--- src/rtl/gravity_control.sv ---
// Gravity-flip game controller: debounces the flip button, decides when a flip is
// legal from the player's height and the ground lines, and tracks run/dead state and score.
module gravity_control #(
    parameter int DB_LEN  = 3,
    parameter int FLOOR_Y = 420
) (
    input  logic        clk,
    input  logic        reset,
    input  logic        btn,
    input  logic [8:0]  height,
    input  logic [2:0]  lines,
    output logic        grav_dir,
    output logic        is_dead,
    output logic        running,
    output logic [15:0] score
);

    localparam int              CW      = $clog2(DB_LEN + 1);
    localparam logic [CW-1:0]   DB_MAX  = CW'(DB_LEN);
    localparam logic [8:0]      FLOOR_H = 9'(FLOOR_Y);

    typedef enum logic [1:0] {
        IDLE = 2'd0,
        RUN  = 2'd1,
        DEAD = 2'd2
    } state_t;

    state_t         state_reg, state_next;
    logic [1:0]     sync_reg;
    logic [CW-1:0]  db_cnt_reg, db_cnt_next;
    logic           press_reg;
    logic           grav_dir_reg, grav_dir_next;
    logic           is_dead_reg, running_reg;
    logic [15:0]    score_reg, score_next;
    logic           btn_s, grounded, fatal;

    assign btn_s = sync_reg[1];

    // Counter saturates while held, so press fires only once per hold.
    always_comb begin
        db_cnt_next = db_cnt_reg;
        if (!btn_s)
            db_cnt_next = '0;
        else if (db_cnt_reg != DB_MAX)
            db_cnt_next = db_cnt_reg + 1'b1;
    end

    always_comb begin
        if (!grav_dir_reg)
            grounded = (height == 9'd180 && lines[1]) || (height == 9'd300 && lines[2]);
        else
            grounded = (height == 9'd120 && lines[0]) || (height == 9'd240 && lines[1]);
    end

    assign fatal = (height >= FLOOR_H) || (height == 9'd0);

    always_comb begin
        state_next    = state_reg;
        grav_dir_next = grav_dir_reg;
        score_next    = score_reg;
        case (state_reg)
            IDLE: begin
                if (press_reg)
                    state_next = RUN;
            end
            RUN: begin
                if (score_reg != 16'hFFFF)
                    score_next = score_reg + 16'd1;
                // Death takes priority over a simultaneous legal flip.
                if (fatal)
                    state_next = DEAD;
                else if (press_reg && grounded)
                    grav_dir_next = ~grav_dir_reg;
            end
            DEAD: begin
                state_next = DEAD;
            end
            default: begin
                state_next = IDLE;
            end
        endcase
    end

    always_ff @(posedge clk or negedge reset) begin
        if (!reset) begin
            state_reg    <= IDLE;
            sync_reg     <= '0;
            db_cnt_reg   <= '0;
            press_reg    <= 1'b0;
            grav_dir_reg <= 1'b0;
            is_dead_reg  <= 1'b0;
            running_reg  <= 1'b0;
            score_reg    <= '0;
        end else begin
            state_reg    <= state_next;
            sync_reg     <= {sync_reg[0], btn};
            db_cnt_reg   <= db_cnt_next;
            press_reg    <= (db_cnt_next == DB_MAX) && (db_cnt_reg != DB_MAX);
            grav_dir_reg <= grav_dir_next;
            is_dead_reg  <= (state_next == DEAD);
            running_reg  <= (state_next == RUN);
            score_reg    <= score_next;
        end
    end

    assign grav_dir = grav_dir_reg;
    assign is_dead  = is_dead_reg;
    assign running  = running_reg;
    assign score    = score_reg;

endmodule

--- config.mk ---
export PLATFORM = sky130hd
export DESIGN_NAME = gravity_control
export DESIGN_NICKNAME = d
export VERILOG_FILES = /design/src/rtl/gravity_control.sv
export SDC_FILE = /design/constraint.sdc
export NUM_CORES = 1
export LEC_CHECK = 0
export BUFFER_PORTS_ARGS = -buffer_cell sky130_fd_sc_hd__buf_2
export CORE_MARGIN = 8
export CORE_UTILIZATION = 35
export CTS_CLUSTER_SIZE = 8
export DETAILED_ROUTE_END_ITERATION = 6
export HOLD_SLACK_MARGIN = 0.15
export PLACE_DENSITY_LB_ADDON = 0.05
export SYNTH_ARGS = -nofsm -noshare
export SYNTH_HDL_FRONTEND = slang
export SYNTH_SLANG_ARGS = --single-unit
--- constraint.sdc ---
create_clock -name clk -period 1.8 [get_ports clk]
set_input_delay 0.18 -clock clk [delete_from_list [all_inputs] [get_ports clk]]
set_output_delay 0.18 -clock clk [all_outputs]
set_load 0.01 [all_outputs]
Yosys cells after proc, flatten, opt, wreduce, memory -nomap -nowiden
Cells that the tools add are included.
{"block": "word_totals", "elab_cells": 43, "out_inout_bits": 19, "register_bits": 26, "input_bits": 15}
{"block": "op_classes", "magnitude_cmp": 1, "n_bitwise": 2, "mux": 6, "n_eq_ne": 11, "reduce_logical": 13, "add_sub_neg": 2}
{"cell": "$eq 9x8->1 const B", "count": 2}
{"cell": "$add 16x1->16 const B", "count": 1}
{"cell": "$ne 16x16->1 const B", "count": 1}
{"cell": "$eq 9x7->1 const B", "count": 1}
{"cell": "$eq 9x9->1 const B", "count": 1}
{"cell": "$ge 9x9->1 const B", "count": 1}
{"cell": "$logic_not 9->1", "count": 1}
{"cell": "$mux 2", "count": 4}
{"cell": "$eq 2x2->1 const B", "count": 3}
{"cell": "$logic_and 1x1->1", "count": 6}
{"cell": "$pmux 2 s3", "count": 1}
{"cell": "$eq 2x1->1 const B", "count": 2}
{"cell": "$logic_or 1x1->1", "count": 3}
{"cell": "$reduce_and 3->1", "count": 1}
{"cell": "$add 2x1->2 const B", "count": 1}
{"cell": "$logic_not 2->1", "count": 1}
{"cell": "$ne 2x2->1 const B", "count": 1}
{"cell": "$not 1->1", "count": 2}
{"cell": "$reduce_and 2->1", "count": 1}
{"cell": "$mux 1", "count": 1}

Depth between registers and ports, before layout
{"block": "depth", "depth_word": 6, "mapped_depth": 6, "mapped_depth_nobuf": 6}

Worst setup path after synthesis
Ideal clock, no wire load.
{"block": "synth_path", "path_kind": "reg-to-reg", "start": "register score_reg[0], in the netlist score[0]", "end": "register score_reg[9], in the netlist score[9]", "t_required_ps": 1671, "stages_incl_launch_ff": 7, "setup_ps": 129, "setup_slack_ps": 137, "period_less_slack_ps": 1663, "arrival_time_ps": 1534, "path_buffers": 0, "path_cell_list": "dfrtp_1 > ha_1 > nand3_2 > or2_1 > o31ai_2 > nor2_1 > xor2_1"}
{"block": "synth_via", "elab_chain_cells": 2, "elab_cells_between_ends": 3, "cone_classes": "add/sub (1); eq/ne (1); reduce/logical (1)"}
{"element": "from (decl)", "line": "34", "rtl": "logic [15:0] score_reg, score_next;"}
{"element": "from (signal assigned)", "line": "102", "rtl": "score_reg <= score_next;"}
{"element": "branches (longest 2 deep; another with $add 16x1->16)"}
Parallel ways; which one is timed is not known.
A chain may end at the register's enable or synchronous reset.

Final worst setup path
{"block": "layout_path", "start": "register score_reg[4], in the netlist score[4]", "end": "register score_reg[12], in the netlist score[12]"}
The elaborated chain is that of the path after synthesis.

==> metrics.md <==
| Metric | Value |
|---|---|
| Seq/Total Area, Yosys | `52.3%` |
| DRT Wirelength | `2.61 mm` |
| Clock buffer count from CTS | `3` |
| HPWL Detailed | `2.00 mm` |
| Period utilization | `90.7%` |
| Post-synth top area cell | `dfrtp_1` |
| WL/cell | `12.8 µm` |
| WP buf/inv | `0` |
| Status | `completed` |
| FF/Latch Area | `651 µm²` |
| CP required | `2.03 ns` |
| Avg Cell Area, Syn | `10.7 µm²` |
| Worst-path clk slew | `0.15 ns` |
| First-pass iteration count of the detailed router | `4` |
| Die Width | `75.6 µm` |
| DR vias/cell | `4.79` |
| Row count | `21` |
| GRT Total Usage | `9.73%` |
| Most common cell after layout, fill and taps aside | `buf_2` |
| Most used cell, CP | `nand3_2` |
| RR Startpoint | `score[4]` |
| Setup crit start | `score[4]` |
| Vias in the first global route | `983` |
| Setup TNS | `0 ns` |
| Layout Nets | `175` |
| Pre-CTS WS | `0.0532 ns` |
| Critical path depth in cells | `5` |
| Mapped cell area | `1240 µm²` |
| Compound-Gate Fraction of Synth Area | `8.95%` |
| Starting Density | `37.0%` |
| Largest family of logic cells by synthesized area | `simple AND/OR/NAND/NOR gates` |
| Maximum VDD drop | `0.496 mV` |
| Max-cap violations | `0` |
| Synth unique cells | `37` |
| Final setup margin | `0.167 ns` |
| FMAX | `612 MHz` |
| Core footprint | `3360 µm²` |
| Clock Skew | `0.0127 ns` |
| Worst setup SP type | `flop` |
| Grt total ovfl | `0` |
| CP peak stage delay | `0.48 ns` |
| Mux share of post-synthesis cell area | `2.92%` |
| Ant. Diodes | `0` |
| Critical Path End | `score[12]` |
| First-pass GRT wire length | `4.33 mm` |
| Slew Viols, Final | `0` |
| Fillers | `358` |
| Setup violations, final | `0` |
| Tightest Pin Transition | `0.586 ns` |
| Commonest non-fill, non-tap cells in the layout | `33 x buf_2, 26 x dfrtp_1, 15 x nor2_1, 8 x nand2_1, 7 x xnor2_1` |
| Synth area leaders | `dfrtp_1 52%, xnor2_1 4.9%, nor2_1 4.5%` |
| Cell family with most CP delay | `simple AND/OR/NAND/NOR gates` |
| Number of flip-flops in the largest register | `16` |
| Cell count after synthesis | `116` |
| RSZ-0062 raised after global routing | `no` |
| DR DRC count | `0` |
| R2R depth | `5` |
| R2R Setup Slk | `0.17 ns` |
| Final Core Density | `46.8%` |
| Worst R2R End | `score[12]` |
| Synth Area in Simple Gates | `24.4%` |
| I/O pins | `34` |
| Synth warn | `0` |
| CTS root buf | `clkbuf_4` |
| Die span in y | `75.6 µm` |
| Crit path cell chain | `and4_1, nand3_2, nor3_4, nand3_2, mux2_4` |
| Layout cell share with drive strength beyond 1 | `31.6%` |
| Worst Hold Class | `reg -> reg` |
| Die ar. | `5720 µm²` |
| Post-Synth XOR/XNOR Area | `9.15%` |
| CTS HTree Levels | `1` |
| #FFs+latches synth | `26` |
| Pin count of the biggest net entering global routing | `27` |
| Kind of critical path | `reg -> reg` |
| Longest Clk Path Bufs | `2` |
| CTS tree | `done` |
| Slew margin rel. | `60.9%` |
| Initial antenna violation count | `0` |
| Worst Path Max Fanout | `7` |
| Final ANT Viol Nets | `0` |
| Drt first-iter violations | `31` |
| Critical path capture point type | `flop` |
| Min cycle time layout | `1.63 ns` |
| Synth Area in Adders | `1.01%` |
| Routed via count | `978` |
| Syn Nets | `132` |
| Area of the multi-input gates | `591 µm²` |
| Critical Path Slowest Stage Cell | `dfrtp_1` |
| Power Density | `665 nW/µm²` |
| I/O Buffers | `33` |
| Routability congestion estimate from global placement | `0.763` |
| Hold Vio Cnt, Final | `0` |
| Leakage Power | `0.765 nW` |
| Latest clock arrival within the worst-skew pair | `0.32 ns` |
| Sink Count | `26` |
| Area grow syn2layout | `26.6%` |
| Post-synth top area share | `52.3%` |
| Critical path arrival | `1.86 ns` |
-- timing repair --
| item | in CTS | in global routing |
|---|---|---|
| resized for setup | 0 | 2 |
| setup endpoints to repair | 0 | 5 |
| endpoints found under the hold margin | 27 | 0 |
| buffers inserted | 0 | 1 |
| hold buffers | 2 | 0 |
-- report_power, final --
| part | switching [mW] | internal, mW |
|---|---|---|
| clock network | 0.174 | 0.225 |
| registers | 0.00402 | 0.591 |
| logic | 0.0289 | 0.0232 |
-- stage by stage --
step                power (mW)  cell area (µm²)  cells  hold WS [ns]
floorplan                0.621             1240    116        -0.116
global placement         0.655             1480    197         0.219
detailed placement       0.657             1480    197         0.228
CTS                       1.07             1550    203         0.368
global route              1.09             1570    204         0.373
finish                    1.05             1570    204         0.365
-- cell families (layout without fill, tap and decap cells) --
logic type / after synthesis / after routing
compound gates: 16 / 16
xor+xnor: 13 / 13
fa+ha+maj: 1 / 1
buf+inv: 4 / 46
flops: 26 / 26
mux: 3 / 3
simple gates: 53 / 53
-- cells in the mapped netlist, drive strengths merged --
cell	number
a211o	1
a21oi	3
o21ai	3
a31oi	2
nand3	9
nand2b	2
o21a	2
nand2	8
mux2i	1
nor2b	3
nor3	4
nand4	4
nand4b	1
o211ai	1
mux2	2
or3	1
a21boi	1
or2	1
ha	1
o2111ai	1
nand3b	1
nor4	1
nor2	15
inv	4
and4	1
xor2	6
a2bb2oi	1
and3	2
xnor2	7
o31ai	1
dfrtp	26
-- area by class of cell --
class                           instances  area share (%)
Sequential cell                        26            41.3
Timing Repair Buffer                   38            13.2
Multi-Input combinational cell         86            37.5
Inverter                                4           0.954
Clock inverter                          1            1.91
Tap cell                               46            3.66
Clock buffer                            3            1.43
-- metal layers --
| layer | part of all wire, % | up-vias | track usage [%] |
|---|---|---|---|
| met4 | 0.73 | 0 | 3.84 |
| met1 | 50 | 462 | 13.3 |
| met5 | 0 | - | 0 |
| met2 | 43 | 22 | 14.6 |
| li1 | - | 492 | - |
| met3 | 6.6 | 2 | 1.97 |
-- worst min-delay path by stage --
stage,startpoint,end,slack (ns),cells after the start
2_1_floorplan,reset,db_cnt_reg[0],-0.12,0
3_3_place_gp,reset,is_dead,0.22,1
3_5_place_dp,reset,grav_dir,0.23,1
4_1_cts,sync_reg[0],sync_reg[1],0.37,0
5_1_grt,sync_reg[0],sync_reg[1],0.37,0
6_report,sync_reg[0],sync_reg[1],0.37,0
Power figures use the tool's default switching activity.
